File: config.mk
export PLATFORM = sky130hd
export DESIGN_NAME = register_file_16
export DESIGN_NICKNAME = d
export VERILOG_FILES = /design/src/rtl/register_file_16_pkg.sv /design/src/rtl/register_file_16_decoder.sv /design/src/rtl/register_file_16.sv
export SDC_FILE = /design/constraint.sdc
export NUM_CORES = 1
export LEC_CHECK = 0
export BUFFER_PORTS_ARGS = -buffer_cell sky130_fd_sc_hd__buf_4
export CORE_MARGIN = 2
export CORE_UTILIZATION = 35
export DETAILED_ROUTE_END_ITERATION = 6
export PLACE_DENSITY = 0.5
export REMOVE_ABC_BUFFERS = 1
export SLEW_MARGIN = 20
export SYNTH_ARGS = -nofsm -noshare
export SYNTH_HDL_FRONTEND = slang
export SYNTH_SLANG_ARGS = --single-unit
File: constraint.sdc
create_clock -name clk -period 5 [get_ports clk]
set_input_delay 1 -clock clk [delete_from_list [all_inputs] [get_ports clk]]
set_output_delay 1 -clock clk [all_outputs]
set_load 0.01 [all_outputs]
File: src/rtl/register_file_16_pkg.sv
// -----------------------------------------------------------------------------
// register_file_16_pkg
//
// Shared definitions for the 16-entry register file:
//   REGFILE_ENTRIES  - number of entries (fixed at 16)
//   REGFILE_ADDR_W   - width of an entry index
//   regfile_state_t  - clear-sweep FSM state (IDLE, CLEAR)
//   is_last_entry()  - true when an index addresses the final entry
// -----------------------------------------------------------------------------
package register_file_16_pkg;

    localparam int REGFILE_ENTRIES = 16;
    localparam int REGFILE_ADDR_W  = 4;

    typedef enum logic [0:0] {
        IDLE  = 1'b0,
        CLEAR = 1'b1
    } regfile_state_t;

    // The sweep finishes on the cycle that clears the highest-numbered entry.
    function automatic logic is_last_entry(input logic [REGFILE_ADDR_W-1:0] idx);
        return idx == REGFILE_ADDR_W'(REGFILE_ENTRIES - 1);
    endfunction

endpackage

File: src/rtl/register_file_16_decoder.sv
// -----------------------------------------------------------------------------
// decoder_4_to_16
//
// Converts a 4-bit index into a one-hot 16-bit enable vector. When ena is low
// the output is all zeros.
//
// Ports:
//   ena  in   1   global enable
//   in   in   4   index to decode
//   out  out  16  one-hot enables (bit[in] set when ena)
// -----------------------------------------------------------------------------
module decoder_4_to_16 (
    input  logic        ena,
    input  logic [3:0]  in,
    output logic [15:0] out
);

    always_comb begin
        out = '0;
        if (ena) begin
            out[in] = 1'b1;
        end
    end

endmodule

File: src/rtl/register_file_16.sv
// -----------------------------------------------------------------------------
// register_file_16
//
// 16-entry register file with one write port, two combinational read ports
// and a background clear sweep that zeroes one entry per cycle.
//
// Handshake: a write is accepted on a rising edge where wr_ena && wr_ready.
// wr_ready is low for the whole sweep; a write offered then is dropped, not
// queued, so the requester must hold or retry it.
//
// Optional feature (macro REGFILE_BYPASS_EN):
//   defined   - a read of the entry being written this cycle returns wr_data
//   undefined - that read returns the stored (pre-write) value
//
// Parameters:
//   WIDTH       data width of each entry
//   DEPTH_LOG2  index width; only 4 (16 entries) is supported
//
// Ports:
//   clk        in   1      clock, rising edge
//   rst        in   1      synchronous active-high reset
//   wr_ena     in   1      write request
//   wr_addr    in   4      write index
//   wr_data    in   WIDTH  write data
//   wr_ready   out  1      write accepted this cycle when high
//   rd_addr0   in   4      read index, port 0
//   rd_addr1   in   4      read index, port 1
//   rd_data0   out  WIDTH  read data, port 0 (combinational)
//   rd_data1   out  WIDTH  read data, port 1 (combinational)
//   clr_req    in   1      start a clear sweep (ignored while sweeping)
//   clr_busy   out  1      clear sweep in progress
//   clr_done   out  1      one-cycle pulse as the sweep returns to IDLE
//   dbg_state  out  1      current FSM state for observation
// -----------------------------------------------------------------------------
module register_file_16
    import register_file_16_pkg::*;
#(
    parameter int WIDTH      = 32,
    parameter int DEPTH_LOG2 = 4
) (
    input  logic                  clk,
    input  logic                  rst,
    input  logic                  wr_ena,
    input  logic [DEPTH_LOG2-1:0] wr_addr,
    input  logic [WIDTH-1:0]      wr_data,
    output logic                  wr_ready,
    input  logic [DEPTH_LOG2-1:0] rd_addr0,
    input  logic [DEPTH_LOG2-1:0] rd_addr1,
    output logic [WIDTH-1:0]      rd_data0,
    output logic [WIDTH-1:0]      rd_data1,
    input  logic                  clr_req,
    output logic                  clr_busy,
    output logic                  clr_done,
    output regfile_state_t        dbg_state
);

    // -------------------------------------------------------------------------
    // Storage and control state
    // -------------------------------------------------------------------------
    logic [WIDTH-1:0]          mem [REGFILE_ENTRIES];
    regfile_state_t            state_q;
    regfile_state_t            state_d;
    logic [REGFILE_ADDR_W-1:0] cnt_q;
    logic                      done_q;
    logic                      sweeping;
    logic                      wr_fire;
    logic [REGFILE_ENTRIES-1:0] wr_onehot;

    assign sweeping = (state_q == CLEAR);
    assign wr_fire  = wr_ena & wr_ready;

    // -------------------------------------------------------------------------
    // Write-enable decode
    // -------------------------------------------------------------------------
    decoder_4_to_16 u_wr_decode (
        .ena (wr_fire),
        .in  (wr_addr),
        .out (wr_onehot)
    );

    // -------------------------------------------------------------------------
    // FSM: state register (also owns sweep counter and done pulse)
    // -------------------------------------------------------------------------
    always_ff @(posedge clk) begin
        if (rst) begin
            state_q <= IDLE;
            cnt_q   <= '0;
            done_q  <= 1'b0;
        end else begin
            state_q <= state_d;
            // Counter runs only while sweeping; the 15 -> 0 wrap leaves it
            // at 0 ready for the next sweep.
            cnt_q   <= sweeping ? cnt_q + 1'b1 : '0;
            // Pulse in the cycle after entry 15 is cleared, i.e. the first
            // cycle back in IDLE.
            done_q  <= sweeping && is_last_entry(cnt_q);
        end
    end

    // -------------------------------------------------------------------------
    // FSM: next-state logic
    // -------------------------------------------------------------------------
    always_comb begin
        state_d = state_q;
        case (state_q)
            IDLE: begin
                if (clr_req) begin
                    state_d = CLEAR;
                end
            end
            CLEAR: begin
                // clr_req is deliberately not looked at here: a request
                // during a sweep neither restarts nor extends it.
                if (is_last_entry(cnt_q)) begin
                    state_d = IDLE;
                end
            end
            default: begin
                state_d = IDLE;
            end
        endcase
    end

    // -------------------------------------------------------------------------
    // FSM: outputs
    // -------------------------------------------------------------------------
    always_comb begin
        clr_busy  = sweeping;
        wr_ready  = ~sweeping;
        clr_done  = done_q;
        dbg_state = state_q;
    end

    // -------------------------------------------------------------------------
    // Entry storage. Writes and sweep clears never coincide because wr_ready
    // is low for the whole sweep. A write accepted on the same edge as
    // clr_req lands first and is then zeroed when the sweep reaches it.
    // -------------------------------------------------------------------------
    always_ff @(posedge clk) begin
        if (rst) begin
            for (int i = 0; i < REGFILE_ENTRIES; i++) begin
                mem[i] <= '0;
            end
        end else begin
            for (int i = 0; i < REGFILE_ENTRIES; i++) begin
                if (sweeping && (cnt_q == REGFILE_ADDR_W'(i))) begin
                    mem[i] <= '0;
                end else if (wr_onehot[i]) begin
                    mem[i] <= wr_data;
                end
            end
        end
    end

    // -------------------------------------------------------------------------
    // Combinational read ports
    // -------------------------------------------------------------------------
`ifdef REGFILE_BYPASS_EN
    always_comb begin
        rd_data0 = (wr_fire && (wr_addr == rd_addr0)) ? wr_data : mem[rd_addr0];
        rd_data1 = (wr_fire && (wr_addr == rd_addr1)) ? wr_data : mem[rd_addr1];
    end
`else
    always_comb begin
        rd_data0 = mem[rd_addr0];
        rd_data1 = mem[rd_addr1];
    end
`endif

endmodule

== Word level (Yosys, flattened, before mapping) ==
Memory sizes are Yosys's and may differ from the RTL's.
Index checks and enable logic that the tools add are counted.
Word-level totals
  input port bits: 48
  memories kept: 1
  output and inout port bits: 68
  register bits: 6
  word-level logic and storage cells: 227
  bits in writable memories: 512
Memory list
  mem: depth 16, width 32, rd ports 2, clocked after memory_dff 0, wr ports 16, line register_file_16.sv:60  | logic [WIDTH-1:0] mem [REGFILE_ENTRIES];
Cells by class
  order comparisons: 2
  bitwise operators: 34
  eq/ne operators: 15
  $add $sub $neg: 1
  muxes and demuxes: 152
  reduce and logical (&&, ||, !) cells: 19
Operators by type and width (count)
  32-bit two-way mux: 32
  1-bit two-way mux: 117
  4-bit equality test, second input constant: 8
  1-bit bitwise OR: 32
  1-bit logical AND: 17
  4-bit by 3-bit equality test with 1-bit output, second input constant: 4
  16-bit two-way mux: 1
  4-bit by 2-bit equality test with 1-bit output, second input constant: 2
  4-bit by 5-bit < comparator with 1-bit output, second input constant: 1
  4-bit by 1-bit adder with 4-bit output, second input constant: 1
  1-bit demux with 4-bit select: 1
  4-bit by 1-bit equality test with 1-bit output, second input constant: 1
  4-bit by 1-bit greater-or-equal comparator with 1-bit output, second input constant: 1
  4-bit logical NOT: 1
  1-bit one-hot mux with 2 select lines: 1
  2-bit OR reduction: 1
  1-bit AND: 1
  1-bit inverter: 1

== Depth between registers and ports, before layout ==
  word-level depth: 10
  gate-level depth with buffers: 7
  mapped depth without buffers: 4

== Cells and area by module ==
From an unflattened synthesis, not the netlist that was laid out.
Second synthesis, totals
  cell total of the unflattened synthesis: 1773
  area total of the unflattened synthesis: 27228.6 um^2
Modules (own cells, without submodules)
  register_file_16: instances 1, area an instance 27111.0 um^2, cells an instance 1750, sequential area each 15494.9 um^2
  decoder_4_to_16: instances 1, area an instance 117.6 um^2, cells an instance 23, sequential area each 0.0 um^2

== Worst setup path before layout ==
OpenSTA, ideal clock, no wires.
  path type: input -> register
  start: input port rst
  end: memory mem[0][0], enable pin
  buffers on the path: 3
  stages on the path: 6
  path slack: 169 ps
  required time: 4534 ps
  arrival: 4365 ps
  setup time: 466 ps
  cell sequence: buf_2 -> nor3b_2 -> or3b_1 -> clkbuf_1 -> buf_2 -> o21ai_0
RTL lines
  start, declared: line register_file_16.sv:42  | input logic rst,
  end, declared: line register_file_16.sv:60

== Final worst setup path ==
  start: input port rd_addr0[0]
  end: output port rd_data0[30]
On the way
  cells in the longest elaborated chain, start to end: 1
RTL lines
  start, declared: line register_file_16.sv:47  | input logic [DEPTH_LOG2-1:0] rd_addr0,
  memory read 16 x 32 bit
  end, declared: line register_file_16.sv:49  | output logic [WIDTH-1:0] rd_data0,
Every way passes these cells.

==> impl_metrics.csv <==
group,metric,value,unit
setup_path,cp_num_buf_inv,3,
floorplanning,design.die.area,76600,um2
detailed_routing,routed_wl,87.0,mm
setup_path,crit_family,"buffers and inverters",
timing,tns,0,ns
timing,finalSetupViolations,0,
synthesis,synth_area_per_cell,14.1,um2
cts,clk_latency,0.62,ns
synthesis,yosysSeqAreaShare,59.5,%
floorplanning,start_util,35.2,%
setup_path,reg2reg_setup_slack,1.38,ns
detailed_routing,vias,17300,
cts,cts.htree.levels,2,
power,power_density,341,nW/um2
setup_path,path_common_cell,"buf_4",
global_route,grt_usage,22.7,%
global_route,grt_max_degree,119,
floorplanning,core,74100,um2
setup_path,critical_path.max_fanout,26,
cts,cts_root_buf,"clkbuf_16",
synthesis,synthDistinctLibCells,27,
setup_path,critPathLaunchType,"primary input",
synthesis,synth_warnings,0,
cts,cts_tree,"done",
timing,fin_crit,3.93,ns
worst_hold_path,hold_class,"flip-flop to flip-flop",
cells_and_area,fin_nets,1979,
synthesis,ys_seq_elements,518,
synthesis,synth_top_area_share,59.0,%
cts,hold_buffers,0,
setup_path,end_kind,"output pin",
cells_and_area,final_common_cell,"nor2_1",
placed_design,port_buffers,115,
synthesis,yosysTopAreaCell,"edfxtp_1",
floorplanning,rows,100,
setup_path,critical_path_class,"primary input to output pin",
setup_path,slowest_delay,0.55,ns
cts,post_cts.repair.setup_buffers,0,
worst_hold_path,hold_path_end,"cnt_q[0]",
timing,hold_viol_final,0,
timing,timing.fmax,254,MHz
placed_design,placed_area,28500,um2
detailed_routing,antenna_left,0,
setup_path,reg2reg_depth,5,
cts,numCtsBuffers,57,
cells_and_area,num_antenna_cells,0,
worst_hold_path,hold_path_depth,1,
global_route,grt_pass1_vias,18200,
cts,clkTransAtPathRegs,0.06,ns
floorplanning,boundaryPins,116,
power,ir_worst_vdd,0.000263,V
placed_design,dp_hpwl,47.3,mm
detailed_routing,routed_via_density,5.89,
detailed_routing,first_iter_violations,1762,
cells_and_area,drive_above_1_share,27.5,%
timing,grt_setup_unrepaired,"no",
cells_and_area,fillers,6887,
power,power_leakage,0.0100,uW
floorplanning,die_x,277,um
setup_path,cp.arrival,2.93,ns
setup_path,crit_required,4.00,ns
timing,worst-slew-pin-transition,1.12,ns
outcome,status,"finished, final reports clean",
detailed_routing,dr.pass1.iters,5,
setup_path,path_cells,"buf_8 > buf_4 > mux4_2 > a22oi_1 > nand2_1 > buf_4",
global_route,grt_first_pass_wirelength,126,mm
setup_path,crit_slowest_cell,"mux4_2",
timing,relSlewSlack,25.0,%
cells_and_area,syn_to_final_growth,15.7,%
cells_and_area,finish.instance_area,30200,um2
detailed_routing,route.detailed.drc,0,
timing,hold_slack,0.483,ns
global_route,antenna_found_initial,0,
placed_design,place_congestion,0.753,
flow_run,cap_viol_max_count,0,
synthesis,syn_inst,1848,
synthesis,synth_area_leaders,"edfxtp_1 (59%), mux4_2 (22%), nor2_1 (7.5%)",
synthesis,netlist_area,26100,um2
cts,cts_sinks,518,
global_route,overflow,0,
cts,cts_buffer_depth,3,
cells_and_area,layout_common_cells,"nor2_1 (519), edfxtp_1 (512), mux4_2 (256)",
floorplanning,die_h,277,um
setup_path,r2r-end,"mem[7][6]",
setup_path,r2r_start,"clr_busy",
worst_hold_path,hp-start,"cnt_q[0]",
timing,fin_crit_sh,78.6,%
detailed_routing,wl_per_cell,29.6,um
timing,fin_skew,0.0263,ns
timing,slew_viol_final,0,
cts,cts_repair_resize_count,0,
-- synthesized netlist by cell type --
cell type,count
or3b_1,1
nor2_1,522
inv_1,4
buf_2,28
nand3b_1,2
nand2b_1,3
xor2_1,1
dfxtp_1,6
a22oi_1,128
nor3b_2,1
xnor2_1,1
mux4_2,256
ha_1,4
buf_4,1
o21ai_0,16
or2_2,1
nand2_1,194
and2_1,3
a311oi_1,1
nor2b_1,8
nand3_1,2
a31oi_1,16
buf_6,9
edfxtp_1,512
buf_1,2
clkbuf_1,125
and2_0,1
-- metrics by stage --
step                      total power [uW]  utilization [%]  worst slack, ns  cells
after global routing                 10600             40.7            0.907   2936
after global placement                6420             38.4             1.05   2837
final                                10300             40.7             1.07   2936
after floorplan                       5750                -            -2.27   1683
after detailed placement              6440             38.4             1.06   2837
after CTS                            10400             40.7             1.06   2936
-- area by class of cell --
| type | instances | area, um2 | area share, % |
|---|---|---|---|
| inverters | 4 | 15.0 | 0.0498 |
| clock buffers | 71 | 1480 | 4.91 |
| well taps | 969 | 1210 | 4.02 |
| flip-flops and latches | 518 | 15500 | 51.4 |
| multi-input cells | 1161 | 10100 | 33.4 |
| repair buffers | 185 | 1660 | 5.51 |
| clock inverters | 28 | 204 | 0.676 |
-- kinds of logic after synthesis --
family / share of synthesized area, %
flops: 59.5
fa+ha+maj: 0.192
simple gates: 10.9
mux: 22.1
xor+xnor: 0.0672
compound gates: 4.41
buf+inv: 2.84
-- registers in the layout (all words and copies together) (netlist names) --
register  flops
clr_done      1
mem         512
clr_busy      1
cnt_q         4
-- worst max-delay path by stage --
stage                      startpoint      endpoint  slack (ns)  depth (start not counted)
final                     rd_addr0[0]  rd_data0[30]        1.07                          6
after global routing      rd_addr1[0]   rd_data1[7]        0.91                          6
after CTS                 rd_addr1[0]   rd_data1[7]        1.06                          6
after detailed placement  rd_addr1[0]   rd_data1[7]        1.06                          6
after global placement    rd_addr1[0]  rd_data1[20]        1.05                          6
after floorplan                   rst     mem[3][0]       -2.27                          3
-- metal layers --
layer | wire length [um] | global-route usage (%) | share of wire [%]
met4 | 1950 | 5.77 | 2.2
met2 | 42100 | 37.3 | 48
met3 | 7220 | 4.67 | 8.3
met1 | 35700 | 30.8 | 41
met5 | 0 | 0 | 0
-- power breakdown --
group          total [uW]  internal [uW]  switching [uW]
registers            5050           4960            90.1
logic                1290            535             757
clock network        3950           2220            1730
total               10300           7720            2580
Power figures use the tool's default switching activity.
